**src/rtl/counter_pkg.sv**
```systemverilog
// Shared definitions for the up/down counter family.
// Latency: n/a (types and constants only).
// Backpressure: n/a.
//
// Contents:
//   COUNT_WIDTH - default counter/data width in bits
//   count_t     - COUNT_WIDTH-bit count value
//   cnt_op_e    - operation chosen for an edge, in priority order
package counter_pkg;

  localparam int COUNT_WIDTH = 8;

  typedef logic [COUNT_WIDTH-1:0] count_t;

  // The action the counter takes on a given edge. The order of the
  // enumerators mirrors the priority of the controlling inputs.
  typedef enum logic [2:0] {
    OP_RESET = 3'd0,
    OP_LOAD  = 3'd1,
    OP_UP    = 3'd2,
    OP_DOWN  = 3'd3,
    OP_HOLD  = 3'd4
  } cnt_op_e;

  // Resolve the controlling inputs into a single operation. rst_n is
  // active-low; everything else is active-high. updwn is consulted only
  // when counting, so an unknown updwn on a load/hold/reset edge is harmless.
  function automatic cnt_op_e decode_op(input logic rst_n,
                                        input logic ld_en,
                                        input logic en,
                                        input logic updwn);
    cnt_op_e op;
    if (!rst_n) begin
      op = OP_RESET;
    end else if (ld_en) begin
      op = OP_LOAD;
    end else if (en) begin
      op = updwn ? OP_UP : OP_DOWN;
    end else begin
      op = OP_HOLD;
    end
    return op;
  endfunction

endpackage : counter_pkg

```
**src/rtl/counter8b.sv**
```systemverilog
// Loadable up/down counter with synchronous active-low reset.
// Latency: one clk edge from sampled inputs to dataout; dataout is the register itself.
// Backpressure: none; the counter accepts a command on every edge and never stalls.
//
// Ports:
//   clk     - rising-edge clock
//   rst_n   - synchronous active-low reset, clears the count
//   ld_en   - parallel load of datain (beats en)
//   en      - count enable
//   updwn   - direction when counting: 1 = +1, 0 = -1
//   datain  - parallel-load value
//   dataout - current count, straight from the register
module counter8b
  import counter_pkg::*;
#(
  parameter int WIDTH = COUNT_WIDTH
) (
  input  logic             clk,
  input  logic             rst_n,
  input  logic             ld_en,
  input  logic             en,
  input  logic             updwn,
  input  logic [WIDTH-1:0] datain,
  output logic [WIDTH-1:0] dataout
);

  localparam logic [WIDTH-1:0] ONE = {{(WIDTH-1){1'b0}}, 1'b1};

  logic [WIDTH-1:0] count_q;
  logic [WIDTH-1:0] count_nxt;
  cnt_op_e          op;

  assign op = decode_op(rst_n, ld_en, en, updwn);

  // Next-state selection. Arithmetic wraps naturally in WIDTH bits, so
  // up from all-ones gives zero and down from zero gives all-ones.
  // datain is only routed through on a load, so its value on any other
  // edge never reaches the register.
  always_comb begin
    count_nxt = count_q;
    unique case (op)
      OP_RESET: count_nxt = '0;
      OP_LOAD:  count_nxt = datain;
      OP_UP:    count_nxt = count_q + ONE;
      OP_DOWN:  count_nxt = count_q - ONE;
      OP_HOLD:  count_nxt = count_q;
      default:  count_nxt = count_q;
    endcase
  end

  // The reset is folded into the next-state block above, so the register
  // itself has no reset term and no asynchronous path.
  always_ff @(posedge clk) begin
    count_q <= count_nxt;
  end

  assign dataout = count_q;

`ifndef SYNTHESIS
  // Out of reset, the controls that pick load/count/hold must be known,
  // otherwise the register would take an undefined value.
  always_ff @(posedge clk) begin
    if (rst_n) begin
      ctrl_known_a: assert (!$isunknown({ld_en, en}));
      if (!ld_en && en) begin
        dir_known_a: assert (!$isunknown(updwn));
      end
    end
  end
`endif

endmodule : counter8b

```
**config.mk**
```make
export PLATFORM = sky130hd
export DESIGN_NAME = counter8b
export DESIGN_NICKNAME = d
export VERILOG_FILES = /design/src/rtl/counter_pkg.sv /design/src/rtl/counter8b.sv
export SDC_FILE = /design/constraint.sdc
export NUM_CORES = 1
export LEC_CHECK = 0
export BUFFER_PORTS_ARGS = -buffer_cell sky130_fd_sc_hd__buf_2
export CAP_MARGIN = 20
export CORE_MARGIN = 4
export CORE_UTILIZATION = 48
export DETAILED_ROUTE_END_ITERATION = 7
export PLACE_DENSITY = 0.74
export SYNTH_ARGS = -nofsm -noshare
export SYNTH_HDL_FRONTEND = slang
export SYNTH_SLANG_ARGS = --single-unit
```
**constraint.sdc**
```tcl
create_clock -name clk -period 2.5 [get_ports clk]
set_clock_uncertainty 0.05 [all_clocks]
set_input_delay 0.125 -clock clk [delete_from_list [all_inputs] [get_ports clk]]
set_output_delay 0.125 -clock clk [all_outputs]
set_load 0.01 [all_outputs]
```
# Word-level counts from Yosys, hierarchy flattened

Index checks and enable logic that the tools add are counted.

$add $sub $neg: 2
Equal/unequal tests: 3
Mux-type cells: 5
Reduce and logical (&&, ||, !) cells: 2

Operators with widths:

| cell                                                                  | number |
|---|---|
| 8-bit case mux with 4 select lines                                    | 1 |
| 3-bit two-way mux                                                     | 3 |
| 8-bit by 1-bit adder with 8-bit output, second input constant         | 1 |
| 8-bit by 1-bit subtractor with 8-bit output, second input constant    | 1 |
| 3-bit by 2-bit equality test with 1-bit output, second input constant | 2 |
| 4-bit nonzero test                                                    | 1 |
| 3-bit by 1-bit equality test with 1-bit output, second input constant | 1 |
| 3-bit logical NOT                                                     | 1 |
| 1-bit two-way mux                                                     | 1 |

Register bits: 8
Bits of input ports: 13

# Depth between registers and ports, before layout

Depth after elaboration: 6
Mapped depth: 9

# Least setup slack after synthesis

Ideal clock, no wire load.

Kind: in2reg
Start: input ld_en
End: register count_q[6], in the netlist dataout[6] (data pin)
Setup time: 0.261 ns
Arrival: 1.941 ns
Setup slack: 0.248 ns
Stages on the path: 8
Cell sequence: clkbuf_1 > nand3b_1 > nor2_1 > xor2_1 > ha_1 > o41a_1 > a21o_1 > a221o_1

Longest elaborated chain between the ends: 4
Elaborated cells between the ends (all ways): 7
Classes of those cells: 3 x eq/ne; 3 x mux; 1 x reduce/logical

RTL lines:

| what                                                                         | line              | text |
|---|---|---|
| start: declaration                                                           | counter8b.sv:20   | `input logic ld_en,` |
| 3-bit two-way mux (*)                                                        | counter_pkg.sv:35 | `end else if (ld_en) begin` |
| 3-bit two-way mux (*)                                                        | counter_pkg.sv:33 | `if (!rst_n) begin` |
| 3-bit by 2-bit equality test with 1-bit output, or another cell as far along | counter8b.sv:41   | `unique case (op)` |
| 8-bit case mux with 4 select lines (*)                                       | counter8b.sv:41   |  |
| net count_nxt[6]                                                             | counter8b.sv:30   | `logic [WIDTH-1:0] count_nxt;` |
| end signal: assignment                                                       | counter8b.sv:54   | `count_q <= count_nxt;` |
| end: declaration                                                             | counter8b.sv:29   | `logic [WIDTH-1:0] count_q;` |

The timed path passes the listed nets; every way through them passes the cells marked *.
A chain may end at the register's enable or synchronous reset.

# Worst setup path in the final report

Start: register count_q[1], in the netlist dataout[1]
End: register count_q[6], in the netlist dataout[6] (data pin)

Longest elaborated chain between the ends: 2
Elaborated cells between the ends (all ways): 3
Classes of those cells: 2 x add/sub; 1 x mux

RTL lines:

| what                                                                                                         | line |
|---|---|
| 8-bit by 1-bit subtractor with 8-bit output / 8-bit by 1-bit adder with 8-bit output (equally long branches) | counter8b.sv:45, counter8b.sv:44 |
| 8-bit case mux with 4 select lines (*)                                                                       | counter8b.sv:41 |
| net count_nxt[6]                                                                                             | counter8b.sv:30 |

Marks and branches as above.

==> metrics.cfg <==
[die]
fp.dieArea_um2=1990
start_util_pct=54.3
ioPinCount=21
core-area_um2=1190
fp.dieW_um=44.6
die_y_um=44.6
row_count=12

[synthesis]
yosys_register_bits=8
yosysWarningCount=0
synthArstFlopShare_pct=0
ys_top_cells_by_count=nand2_1, edfxtp_1, nor3_1, o21ai_0
synthCells=70
syn-mean-instance-area_um2=9.21
synth-seq-area-share_pct=37.3
synth_top_area_share_pct=37.3
synth_area_leaders=edfxtp_1, nand2_1, xnor2_1, ha_1, o41a_1
synth-edff-count=8
syn_nets=85
synth_ff_type=edfxtp_1
synthDistinctLibCells=34
yosysMostFrequentCell=nand2_1
post-synth-top-area-cell=edfxtp_1
syn_area_um2=644

[clocking]
post_cts_resized=0
clk_pin_slew_ns=0.06
cts_made_buffers=3
clock_sinks=8
cts_setup_buffers=0
cts_hold_buf=0
tritoncts=done
clock_latency_ns=0.26
root_buffer=clkbuf_4
clk_path_buf_depth=2
h-tree-depth=1

[run]
drv_cap=0

[final_layout]
antenna_cells=0
utilization_pct=65.2
nets=108
fillers=97
largest_reg_flops=8
drive_gt1_share_pct=30.8
synthToLayoutAreaGrowth_pct=20.0
final_area_um2=773

[critical_path]
path_buf_inv=0
path_delay_family=compound AO/OA/AOI/OAI gates
crit_path_end_kind=flop
start_kind=flop
cpPeakStageDelay_ns=0.47
crit_type=reg -> reg
cp.arrival_ns=2.09
path_cells=xor2_1 -> ha_1 -> o41a_1 -> a21o_1 -> a221o_1
cp_data_required_time_ns=2.46
slowest_stage=edfxtp_1
crit_fanout=7

[global_route]
antenna_found_initial=0
grt_use_total_pct=16.3
grt_pass1_vias=541
grt_overflow_total=0
grt_max_degree=11
grt_pass1_wl_mm=2.32

[placed_design]
placement.cell_area_um2=751
hpwl_mm=1.07
gp_congestion=0.766
post-place-ws_ns=0.325
portBuffers=20

[sta]
period_share_pct=85.0
setup_violations=0
rsz0062_at_grt=no
hold_viol=0
slew_viol_final=0
fin_tns_setup_ns=0
hold_slack_ns=0.0869
worst_pin_slew_ns=0.394
fin_ws_ns=0.375
max_freq_mhz=471
period_needed_ns=2.12
maxSlewHeadroom_pct=73.4

[route]
wl_per_cell_um=13.4
drt_iter0_drc=11
via_per_inst=5.85
drt_first_pass_iters=4
ant_nets=0
vias=614
drt_wl_total_mm=1.40
drcViolationCount=0

[pwr]
seqPwrFrac_pct=47.2
netSwitchingFraction_pct=30.1
pwr-share-clk_pct=27.4
vdd_drop_max_mv=0.290
comb_power_share_pct=25.4
p_int_mw=0.265
p_per_area_nw_per_um2=490
leakage_nw=0.338
switching_power_mw=0.114

[run_status]
status=complete, no violations

[worst_hold_path]
min_path_type=in -> reg

path summary, 6_finish.rpt:
kind               from         end  slack (ns)  cells past startpoint
min           datain[4]  dataout[4]        0.09                      3
min reg2reg  dataout[4]  dataout[4]        0.70                      2
max          dataout[1]  dataout[6]        0.38                      5
max reg2reg  dataout[1]  dataout[6]        0.38                      5
kinds of logic (layout without fill, tap and decap cells):
logic type	Yosys count	after routing	synth area share (%)
xor gates and xnor gates	5	5	6.80
buffers and inverters	5	26	4.08
DFF	8	8	37.3
and+or+nand+nor	32	32	27.8
adders and majority gates	2	2	3.88
AOI/OAI and AO/OA	18	18	20.2
stage by stage:
| step | power [mW] | instances |
|---|---|---|
| finish | 0.379 | 105 |
| global route | 0.408 | 105 |
| CTS | 0.384 | 105 |
| detailed placement | 0.278 | 102 |
| global placement | 0.277 | 102 |
| floorplan | 0.244 | 70 |
per-layer routing:
layer	share of wire, %	track usage [%]	up-vias
met5	0	0	-
li1	-	-	315
met2	45	25.8	24
met3	6.9	5.28	5
met4	2.3	9.04	0
met1	46	19.1	270
layout by cell type, fill, tap and decap left out, drive strengths merged, types with 2 or more instances in the layout:
master,Yosys,final
nor3,4,4
xnor2,3,3
nand3,2,2
nand2,10,10
a21oi,3,3
a2111oi,2,2
inv,2,2
o41ai,2,2
o41a,2,2
buf,1,21
ha,2,2
clkbuf,2,3
o21ai,5,5
edfxtp,8,8
or2,2,2
and2,2,2
xor2,2,2
nand4,2,2
nor2,2,2
tightest hold or removal path: cells and delay by family:
| family | cells | cell delay (ns) |
|---|---|---|
| buffers and inverters | 1 | 0.07 |
| AOI/OAI and AO/OA | 1 | 0.05 |
| and+or+nand+nor | 1 | 0.03 |
power by group through the flow:
stage          registers (mW)  clock network (mW)  logic, mW
2_1_floorplan           0.185                   0     0.0595
5_1_grt                 0.181               0.120      0.107
3_3_place_gp            0.182                   0     0.0953
6_report                0.179               0.104     0.0962
4_1_cts                 0.179               0.108     0.0966
3_5_place_dp            0.182                   0     0.0960
final cells by class:
cell class	instances	area (um2)	share of cell area (%)
clock buffers	3	22.5	2.91
inverters	2	7.51	0.971
multi-input cells	57	378	48.9
flip-flops and latches	8	240	31.1
well taps	14	17.5	2.27
repair buffers	21	108	13.9
(Power assumes the default switching activity.)
